--- config.mk ---
export PLATFORM = sky130hd
export DESIGN_NAME = rr_token_arbiter
export DESIGN_NICKNAME = d
export VERILOG_FILES = /design/src/rtl/rr_token_arbiter.sv
export SDC_FILE = /design/constraint.sdc
export NUM_CORES = 1
export LEC_CHECK = 0
export CAP_MARGIN = 20
export CORE_MARGIN = 1.5
export CORE_UTILIZATION = 40
export DETAILED_ROUTE_END_ITERATION = 16
export HOLD_SLACK_MARGIN = 0.08
export PLACE_DENSITY = 0.76
export SLEW_MARGIN = 20
export SYNTH_ARGS = -nofsm -noshare
export SYNTH_HDL_FRONTEND = slang
export SYNTH_SLANG_ARGS = --single-unit
--- constraint.sdc ---
create_clock -name clk -period 3.85 [get_ports clk]
set_input_delay 0.5775 -clock clk [delete_from_list [all_inputs] [get_ports clk]]
set_output_delay 0.5775 -clock clk [all_outputs]
set_load 0.005 [all_outputs]
--- src/rtl/rr_token_arbiter.sv ---
// rr_token_arbiter: N-channel round-robin arbiter with four-phase req/ack.
// Lookahead or one-step token scan, optional hold timeout with revocation.
module rr_token_arbiter #(
  parameter int N = 4,
  parameter int LOOKAHEAD = 1,
  parameter int TIMEOUT = 0,
  localparam int PTR_W = (N > 2) ? $clog2(N) : 1
) (
  input  logic             clk,
  input  logic             rst_n,
  input  logic [N-1:0]     req,
  output logic [N-1:0]     ack,
  output logic [PTR_W-1:0] sel,
  output logic             sel_valid,
  output logic [N-1:0]     revoke
);

  localparam int CLOG_T = $clog2(TIMEOUT + 1);
  localparam int CNT_W = (TIMEOUT > 0 && CLOG_T > 1) ? CLOG_T : 1;
  localparam logic [CNT_W-1:0] CNT_LAST =
    CNT_W'((TIMEOUT > 0) ? TIMEOUT - 1 : 0);
  localparam logic [CNT_W-1:0] CNT_MAX = '1;
  localparam logic [PTR_W:0] NW = (PTR_W + 1)'(N);

  typedef enum logic [1:0] {
    SCAN    = 2'd0,
    READY   = 2'd1,
    BUSY    = 2'd2,
    REVOKED = 2'd3
  } state_t;

  state_t           state, state_n;
  logic [PTR_W-1:0] ptr, ptr_n;
  logic [PTR_W-1:0] g, g_n;
  logic [CNT_W-1:0] cnt, cnt_n;

  logic             hit;
  logic [PTR_W-1:0] hit_idx;

  logic [N-1:0]     ack_n;
  logic [N-1:0]     revoke_n;
  logic [PTR_W-1:0] sel_n;
  logic             sel_valid_n;

  // "+1" must wrap at N, not at 2^PTR_W, so odd channel counts work.
  function automatic logic [PTR_W-1:0] wrap_inc(input logic [PTR_W-1:0] x);
    return (x == PTR_W'(N - 1)) ? '0 : x + 1'b1;
  endfunction

  // Circular search from ptr; walking backwards leaves the first hit.
  always_comb begin
    logic [PTR_W:0] idx;
    hit     = 1'b0;
    hit_idx = '0;
    idx     = '0;
    for (int k = N - 1; k >= 0; k--) begin
      idx = {1'b0, ptr} + (PTR_W + 1)'(k);
      if (idx >= NW) idx = idx - NW;
      if (req[idx[PTR_W-1:0]]) begin
        hit     = 1'b1;
        hit_idx = idx[PTR_W-1:0];
      end
    end
  end

  // State and token registers.
  always_ff @(posedge clk or negedge rst_n) begin
    if (!rst_n) begin
      state <= SCAN;
      ptr   <= '0;
      g     <= '0;
      cnt   <= '0;
    end else begin
      state <= state_n;
      ptr   <= ptr_n;
      g     <= g_n;
      cnt   <= cnt_n;
    end
  end

  // Next-state: scan, grant, hold with optional timeout, wait after revoke.
  always_comb begin
    state_n = state;
    ptr_n   = ptr;
    g_n     = g;
    cnt_n   = cnt;
    unique case (state)
      SCAN: begin
        if (LOOKAHEAD != 0) begin
          if (hit) begin
            g_n     = hit_idx;
            state_n = READY;
          end
        end else if (req[ptr]) begin
          g_n     = ptr;
          state_n = READY;
        end else begin
          ptr_n = wrap_inc(ptr);
        end
      end
      READY: begin
        cnt_n   = '0;
        state_n = BUSY;
      end
      BUSY: begin
        if (!req[g]) begin
          ptr_n   = wrap_inc(g);
          state_n = SCAN;
        end else if (TIMEOUT > 0 && cnt == CNT_LAST) begin
          state_n = REVOKED;
        end else if (cnt != CNT_MAX) begin
          cnt_n = cnt + 1'b1;
        end
      end
      REVOKED: begin
        if (!req[g]) begin
          ptr_n   = wrap_inc(g);
          state_n = SCAN;
        end
      end
      default: state_n = SCAN;
    endcase
  end

  // Output decode from the upcoming state so outputs register with it.
  always_comb begin
    ack_n       = '0;
    revoke_n    = '0;
    if (state_n == BUSY) ack_n[g_n] = 1'b1;
    if (state == BUSY && state_n == REVOKED) revoke_n[g] = 1'b1;
    sel_valid_n = (state_n != SCAN);
    sel_n       = g_n;
  end

  // Registered outputs.
  always_ff @(posedge clk or negedge rst_n) begin
    if (!rst_n) begin
      ack       <= '0;
      revoke    <= '0;
      sel       <= '0;
      sel_valid <= 1'b0;
    end else begin
      ack       <= ack_n;
      revoke    <= revoke_n;
      sel       <= sel_n;
      sel_valid <= sel_valid_n;
    end
  end

endmodule

==> summary.md <==
| Metric | Value |
|---|---|
| DR vias | `between 400 and 500` |
| # DRC | `0` |
| Clk buf depth | `2` |
| CTS H-tree lvls | `1` |
| Status | `complete, no violations` |
| Die area | `between 0.0015 and 0.002 mm^2` |
| Post-route ant nets | `0` |
| Clock Latency Late Sink | `~0.27 ns` |
| Mapped Avg Cell Area | `approximately 12 um^2` |
| Final wirelength | `between 1000 and 1500 um` |
| Die H | `43.8 um` |
| Comb pwr share | `42.2%` |
| Net Sw Power | `~200 uW` |
| Antenna Cells | `0` |
| Core box area | `0.00154 mm^2` |
| Startpoint types | `input port` |
| Crit-path slowest cell | `mux4_2` |
| Pwr Total | `between 600 and 700 uW` |
| Asr flop ratio synth | `100%` |
| Total CTS buffers | `3` |
| Crit path DAT | `about 2.1 ns` |
| Largest net degree at the start of global routing | `16` |
| Number of global-route vias before repair | `roughly 430` |
| Pleak | `just over 0.4 nW` |
| Cell Pwr Density | `approximately 700 mW/mm^2` |
| Setup crit end kind | `flop` |
| Total gr overflow | `0` |
| Worst slew margin | `between 50% and 60%` |
| Initial antenna violation count | `0` |
| Critical path required time | `between 4 and 5 ns` |
| Sequential share of power | `between 40% and 50%` |
| Worst Max-Slew Pin Slew | `0.626 ns` |
| Critical-path maximum fanout | `6` |
| Clk network pwr share | `13.8%` |
| Wire per inst | `roughly 11 um` |
| Post-synth top flop | `dfrtp_1` |
| Worst Clk Skew | `roughly 0.0063 ns` |
| Utilization after layout | `57.5%` |
| FF+latch count, synth | `15` |
| DP Worst Slack | `between 1.5 and 2 ns` |
| Worst Hold Class | `flop to flop` |
| Worst VDD drop | `296 uV` |
| Clk root buf | `clkbuf_4` |
| Min Tclk post-route | `just under 2 ns` |
| Worst stage delay on the critical path | `about 0.55 ns` |
| Initial Util | `43.3%` |
| Slew Limit Fails | `0` |
| I/O pins | `17` |
| CTS Sinks | `15` |
| Setup bufs post-CTS | `0` |
| Layout Nets | `slightly below 90` |
| CTS resizes | `0` |
| GRT Resource Usage Total | `13.0%` |
| EDFF count, synth | `0` |
| TritonCTS clock tree | `done` |
| Die width | `about 44 um` |
| Post-route setup TNS | `0 ns` |
| Ys Warns | `0` |
| Register area share after synthesis | `56.3%` |
| First-pass GRT wire length | `about 1800 um` |
| Fin worst setup slack | `~1.9 ns` |
| First drt pass iteration count | `4` |
| CP Class | `input port to flop` |
| Setup-failing EPs final | `0` |
| RSZ-0062 raised after global routing | `false` |
| Mapped Cells | `between 50 and 60` |
| Synth unique cells | `25` |
| Buffers added on ports | `16` |
| Synth-to-layout area growth | `32.8%` |
| Crit path max-delay family | `multiplexers` |
| Fill cell count | `between 100 and 150` |
| Hold_buf cts | `0` |
| DR iter-0 viols | `7` |
| Post-DP HPWL | `just over 800 um` |
| Hold Violations, Final | `0` |
| Sequence of cells on the critical path | `clkdlybuf4s50_1 > mux4_2 > nand2b_4 > mux2_4` |
| Gpl congestion | `roughly 0.77` |
| Clock-pin slew on the worst setup and hold paths | `approximately 0.08 ns` |
| Layout cells sized above 1 | `11.5%` |
| MaxCap Viol Count | `0` |
| Post-route clock period utilization | `49.9%` |
| Vias/cell | `approximately 4.8` |
| Worst Path Buf+Inv | `1` |
| Site row count | `14` |
| Switching part of the total | `33.7%` |
| FMAX | `520 MHz` |
| Cell Int Power | `around 400 uW` |
| Synthesized area | `roughly 670 um^2` |
==> Yosys cell counts, drive strengths merged, types with 2 or more instances <==
master,n,share of area [%]
dfrtp,15,56
o21ai,2,1.5
nand3,2,1.5
nor2,3,1.7
nor2b,2,1.9
o31ai,3,5.4
inv,2,1.1
nand2,6,3.4
nand2b,5,5.8
ha,2,3.8
==> sequential cells by signal (all words and copies together), names as in the netlist <==
register   flops
state          2
sel            2
ack            4
revoke         4
ptr            2
sel_valid      1
==> worst register-to-register path: stages (launching register included) <==
cell	delay [ns]
dfrtp_1	0.51
mux4_2	0.59
nand2b_4	0.18
mux2_4	0.30
==> area by class of cell <==
type	instances	area, um^2	area share, %
inverters	2	7.51	0.847
repair buffers	16	160	18.1
flip-flops and latches	15	375	42.4
multi-input cells	41	295	33.3
well taps	16	20.0	2.26
clock inverters	1	5.00	0.565
clock buffers	3	22.5	2.54
==> cells in the final DEF, fill, tap and decap left out, drive strengths merged <==
| cell type | netlist | layout |
|---|---|---|
| nor4 | 1 | 1 |
| nor2b | 2 | 2 |
| o21ai | 2 | 2 |
| o2bb2ai | 1 | 1 |
| nor2 | 3 | 3 |
| inv | 2 | 2 |
| clkinv | 0 | 1 |
| nand2b | 5 | 5 |
| conb | 1 | 4 |
| nor3 | 1 | 1 |
| dfrtp | 15 | 15 |
| nor3b | 1 | 1 |
| mux2i | 1 | 1 |
| mux4 | 1 | 1 |
| a211o | 1 | 1 |
| o31ai | 3 | 3 |
| mux2 | 1 | 1 |
| and2 | 1 | 1 |
| or3 | 1 | 1 |
| ha | 2 | 2 |
| nand3 | 2 | 2 |
| nand2 | 6 | 6 |
| a21boi | 1 | 1 |
| a21oi | 1 | 1 |
| clkdlybuf4s50 | 0 | 16 |
| clkbuf | 0 | 3 |
==> routing by layer <==
metal / share of wire [%] / track usage (%) / vias up
li1: - / - / 232
met1: 46 / 16.7 / 210
met2: 50 / 21.2 / 10
met3: 3.7 / 5.42 / 0
met4: 0 / 1.82 / 0
met5: 0 / 0 / -
==> final timing paths <==
check                              startpoint             endpoint  slack (ns)  depth (start not counted)
max                                    req[3]   ptr[1]$_DFFE_PN0P_        1.93                          4
min                        ptr[0]$_DFFE_PN0P_   ptr[0]$_DFFE_PN0P_        0.58                          2
max reg2reg                  sel[1]$_DFF_PN0_   ptr[1]$_DFFE_PN0P_        2.16                          3
min reg2reg                ptr[0]$_DFFE_PN0P_   ptr[0]$_DFFE_PN0P_        0.58                          2
max in group asynchronous               rst_n     ack[3]$_DFF_PN0_        2.76                          1
min in group asynchronous               rst_n  revoke[0]$_DFF_PN0_        0.69                          1
==> through the flow <==
stage / std cells / area, um^2 / hold slack (ns)
detailed placement: 90 / 858 / 0.559
global placement: 90 / 858 / 0.547
CTS: 94 / 886 / 0.580
global route: 94 / 886 / 0.609
finish: 94 / 886 / 0.578
floorplan: 58 / 678 / 0.282
==> logic make-up (layout without fill, tap and decap cells) <==
| group | count (synthesis) | in the layout | synth area share [%] |
|---|---|---|---|
| and+or+nand+nor | 23 | 23 | 19.7 |
| DFF | 15 | 15 | 56.3 |
| AOI/OAI and AO/OA | 9 | 9 | 11.4 |
| muxes | 3 | 3 | 7.13 |
| adders and majority gates | 2 | 2 | 3.75 |
| buffers and inverters | 2 | 22 | 1.13 |
| other | 1 | 4 | 0.562 |
==> power groups by stage <==
| stage | registers (mW) | logic (mW) | clock network, mW |
|---|---|---|---|
| 3_3_place_gp | 0.269 | 0.253 | 0 |
| 4_1_cts | 0.267 | 0.260 | 0.0894 |
| 2_1_floorplan | 0.262 | 0.164 | 0 |
| 5_1_grt | 0.276 | 0.284 | 0.0967 |
| 6_report | 0.266 | 0.255 | 0.0836 |
| 3_5_place_dp | 0.269 | 0.259 | 0 |
No activity file was read; power rests on OpenSTA's default activity.
==> variant 1, RTL diff (config.mk and constraints unchanged) <==
Make the reset (`rst_n`) synchronous in 2 clocked blocks.
--- a/src/rtl/rr_token_arbiter.sv
+++ b/src/rtl/rr_token_arbiter.sv
@@ -64,7 +64,7 @@
   end
 
   // State and token registers.
-  always_ff @(posedge clk or negedge rst_n) begin
+  always_ff @(posedge clk) begin
     if (!rst_n) begin
       state <= SCAN;
       ptr   <= '0;
@@ -133,7 +133,7 @@
   end
 
   // Registered outputs.
-  always_ff @(posedge clk or negedge rst_n) begin
+  always_ff @(posedge clk) begin
     if (!rst_n) begin
       ack       <= '0;
       revoke    <= '0;
Formal check against the unedited RTL: differs if rst_n is asserted again (counterexample within 4 cycles, from zero or initial values and one cycle with rst_n low); with rst_n held inactive, the same outputs for 10 cycles.
==> variant 1 against the unedited design <==
Setup slack worse by 0.12 ns. Clock skew down 0.0058 ns. Final cell count up 6.4%. Routed wire length up 15%. Via count up 12%. Area after synthesis down 1.1%. Worst hold slack worse by 0.068 ns. Sequential cell count unchanged. Final area down 2.1%. Critical path type unchanged.
Power is not compared: it rests on default switching activity, and its combinational part moved more than twofold at a synthesized area within 25%.
==> variant 1: results <==
[run_status]
outcome = "completed"

[placement]
dp.cells = 96
place_congestion = 0.904
hpwl_um = 871
pre_cts_ws_ns = 1.51
dpl-instance-area_sq_um = 840

[global_route]
track_usage_pct = 14.6
grt_pass1_wl_um = 2020
grt_max_degree = 10
use_met1_pct = 17.5
globalRouteMet3Util_pct = 2.92
grt_pass1_vias = 496
antenna_found_initial = 0
met2_usage_pct = 22.9

[critical_path]
crit_arrival_ns = 2.24
crit_fanout = 7

[routing]
wl_per_cell_um = 11.7
wl_um = 1170
firstDrtPassIters = 3
vias_per_cell = 5.08

[finish]
fin_nets = 93
syn_to_final_growth_pct = 31.5
drive_gt1_share_pct = 9.52

[logic_synthesis]
synth_area_leaders = "dfxtp_1 46%, and4b_1 4.6%, ha_1 3.8%"
synth-seq-area-share_pct = 45.5
async_reset_ff_share_pct = 0
synth_cell_type_count = 28
synth_cells = 62
yosys-top-cells-count = "15 x dfxtp_1, 5 x inv_1, 4 x nand2_1"

[cts]
path_clk_slew_ns = 0.09
cts-buffers-inserted = 3

[timing]
skew_ns = 0.000553
-- variant 1: cell types whose count changed in the layout (fill, tap and decap cells not counted), moves of 3 or more --
cell | unedited run | this run
a21boi_0 | 0 | 3
and4b_1 | 0 | 3
dfrtp_1 | 15 | 0
dfxtp_1 | 0 | 15
inv_1 | 2 | 5
-- variant 1: path summary, 6_finish.rpt --
check,slack (ns),from,depth (start not counted),to
setup reg to reg,2.13,sel[0]$_SDFF_PN0_,4,ack[0]$_SDFF_PN0_
hold reg to reg,0.51,ptr[0]$_SDFFE_PN0P_,2,ptr[0]$_SDFFE_PN0P_
hold / removal,0.51,ptr[0]$_SDFFE_PN0P_,2,ptr[0]$_SDFFE_PN0P_
setup / recovery,1.80,req[3],5,ack[3]$_SDFF_PN0_
-- variant 1: cell type report --
cell class / instances / share of cell area (%)
Sequential cell: 15 / 34.6
Clock buffer: 3 / 2.60
Timing Repair Buffer: 16 / 18.5
Multi-Input combinational cell: 44 / 39.2
Clock inverter: 1 / 0.577
Inverter: 5 / 2.16
Tap cell: 16 / 2.31
-- variant 1: worst max-delay path: stages --
cell and delay [ns]:
clkdlybuf4s50_1 0.57, nor4_1 0.09, or3_1 0.44, a211o_1 0.32, a211oi_1 0.24
-- variant 1: cells by family after synthesis --
kind of cell | synth area share [%]
other cells | 0.569
mux | 4.93
compound gates | 19.7
fa+ha+maj | 3.79
flops | 45.5
buf+inv | 4.55
simple gates | 20.9
-- variant 1: where the power goes --
group | switching (W) | total [W] | internal [W]
combinational | 0.0000269 | 0.0000615 | 0.0000346
clock | 0.0000518 | 0.0000904 | 0.0000386
sequential | 0.00000868 | 0.000175 | 0.000166
-- variant 1: layer usage --
layer  up-vias  part of all wire [%]
met3         4                   3.7
met4         0                   2.3
met5         -                     0
met1       231                    48
met2        10                    46
li1        263                     -
==> variant 2, RTL diff (same flow settings) <==
Made on the original files. The parameter `N` goes from 4 to 8.
--- a/src/rtl/rr_token_arbiter.sv
+++ b/src/rtl/rr_token_arbiter.sv
@@ -1,7 +1,7 @@
 // rr_token_arbiter: N-channel round-robin arbiter with four-phase req/ack.
 // Lookahead or one-step token scan, optional hold timeout with revocation.
 module rr_token_arbiter #(
-  parameter int N = 4,
+  parameter int N = 8,
   parameter int LOOKAHEAD = 1,
   parameter int TIMEOUT = 0,
   localparam int PTR_W = (N > 2) ? $clog2(N) : 1
Interface: changed (resized ack, req, revoke and sel); port bits go from 17 to 30. No check against the original RTL was run, so the function may have changed too.
==> variant 2 against the unedited design <==
Final area is 140% higher. Setup slack lost 1.1 ns. First-iteration DRC count rose to 17 times the old value. Highest routed layer is now met4. Sequential cell count rose by 10. Area after synthesis grew to 2.5 times the old value. Power increased to 2.8 times the old value. Critical endpoint is now sel[0]$_DFF_PN0_. Routed wire length rose to 3.8 times the old value. Critical path depth rose by 4.
==> variant 2: results <==
[cts]
clkLatencyLatePin_ns = 0.26
cts_setup_buffers = 0
cts-buffers-inserted = 3
cts_resized = 0
cts_buffer_depth = 2
cts-root-buf = "clkbuf_8"
path_clk_slew_ns = 0.08
cts_max_level = 1

[placement]
place_congestion = 0.894
pre_cts_ws_ns = 0.793
portBuffers = 29
dp.cells = 243
hpwl_um = 2870
dpl-instance-area_sq_mm = 0.00204

[critical_path]
cpPeakStageDelay_ns = 0.59
r2r_cells = 8
worstReg2RegEnd = "sel[0]$_DFF_PN0_"
critPathLaunch = "ptr[1]$_DFFE_PN0P_"
crit_arrival_ns = 3.16
crit_fanout = 11
crit_family = "multiplexers"
r2r_setup_slack_ns = 0.82
slowest_stage = "mux4_2"

[finish]
antennaDiodeCount = 0
fin_nets = 212
fill_cells = 351
largestRegisters = "ack (8), revoke (8)"
fin_util_pct = 51.7
drive_gt1_share_pct = 12.7

[logic_synthesis]
synth-seq-area-share_pct = 36.8
synth_cell_type_count = 43
synth_area_leaders = "dfrtp_1 37%, mux4_2 13%, nor2_1 5.3%"
yosysWarnings = 0
yosys-top-cells-count = "25 x dfrtp_1, 24 x nor2_1, 20 x nand2_1, 10 x mux4_2, 9 x a21oi_1"
synth_cells = 164
async_reset_ff_share_pct = 100

[min_path]
hp-class = "in -> async"

[routing]
wl_um = 3840
drtIter0Drc = 119
wl_per_cell_um = 15.5
vias_per_cell = 5.53
firstDrtPassIters = 4

[power]
peakVddDrop_mv = 0.343
leakage_nw = 0.901

[timing]
skew_ns = 0.00288
worstMarginPinSlew_ns = 0.566
final.setup.tns_ns = 0
hold_slack_ns = 0.289

[global_route]
track_usage_pct = 17.4
grt_pass1_vias = 1287
grt_max_degree = 26
grt_pass1_wl_um = 6010
antenna_found_initial = 0

[run_status]
outcome = "completed"
## variant 2: where the power goes
| part | switching [W] | total (W) | internal, W | leakage [nW] |
|---|---|---|---|---|
| Sequential | 0.000103 | 0.000432 | 0.000330 | 0.313 |
| Combinational | 0.000562 | 0.00110 | 0.000534 | 0.565 |
| Clock | 0.0000730 | 0.000147 | 0.0000738 | 0.0228 |
## variant 2: final cells by class
type / instances / area, sq um / share of cell area, %
Sequential cell: 25 / 626 / 30.0
Clock buffer: 4 / 45.0 / 2.16
Inverter: 6 / 22.5 / 1.08
Tap cell: 50 / 62.6 / 3.00
Timing Repair Buffer: 30 / 293 / 14.0
Multi-Input combinational cell: 132 / 1040 / 49.7
## variant 2: per-layer routing
layer  wire length, um  global-route usage, %
met1              1730                   23.1
met4                54                   4.25
met3               101                   3.45
met2              1940                   29.2
met5                 0                      0
## variant 2: cells by family (layout without fill, tap and decap cells)
family | after synthesis | after routing | synth area share, %
other | 1 | 8 | 0.221
DFF | 25 | 25 | 36.8
xor gates and xnor gates | 2 | 2 | 1.03
and+or+nand+nor | 59 | 59 | 15.3
buffers and inverters | 14 | 40 | 3.75
muxes | 27 | 27 | 27.8
adders and majority gates | 4 | 4 | 2.95
AOI/OAI and AO/OA | 32 | 32 | 12.1
## variant 2: how the worst max path moves through the flow
stage | slack [ns] | cells past startpoint | end
floorplan | 0.88 | 10 | sel[1]$_DFF_PN0_
global placement | 0.90 | 8 | sel[0]$_DFF_PN0_
detailed placement | 0.79 | 8 | sel[0]$_DFF_PN0_
CTS | 0.79 | 8 | sel[0]$_DFF_PN0_
global route | 0.58 | 8 | sel[0]$_DFF_PN0_
finish | 0.82 | 8 | sel[0]$_DFF_PN0_
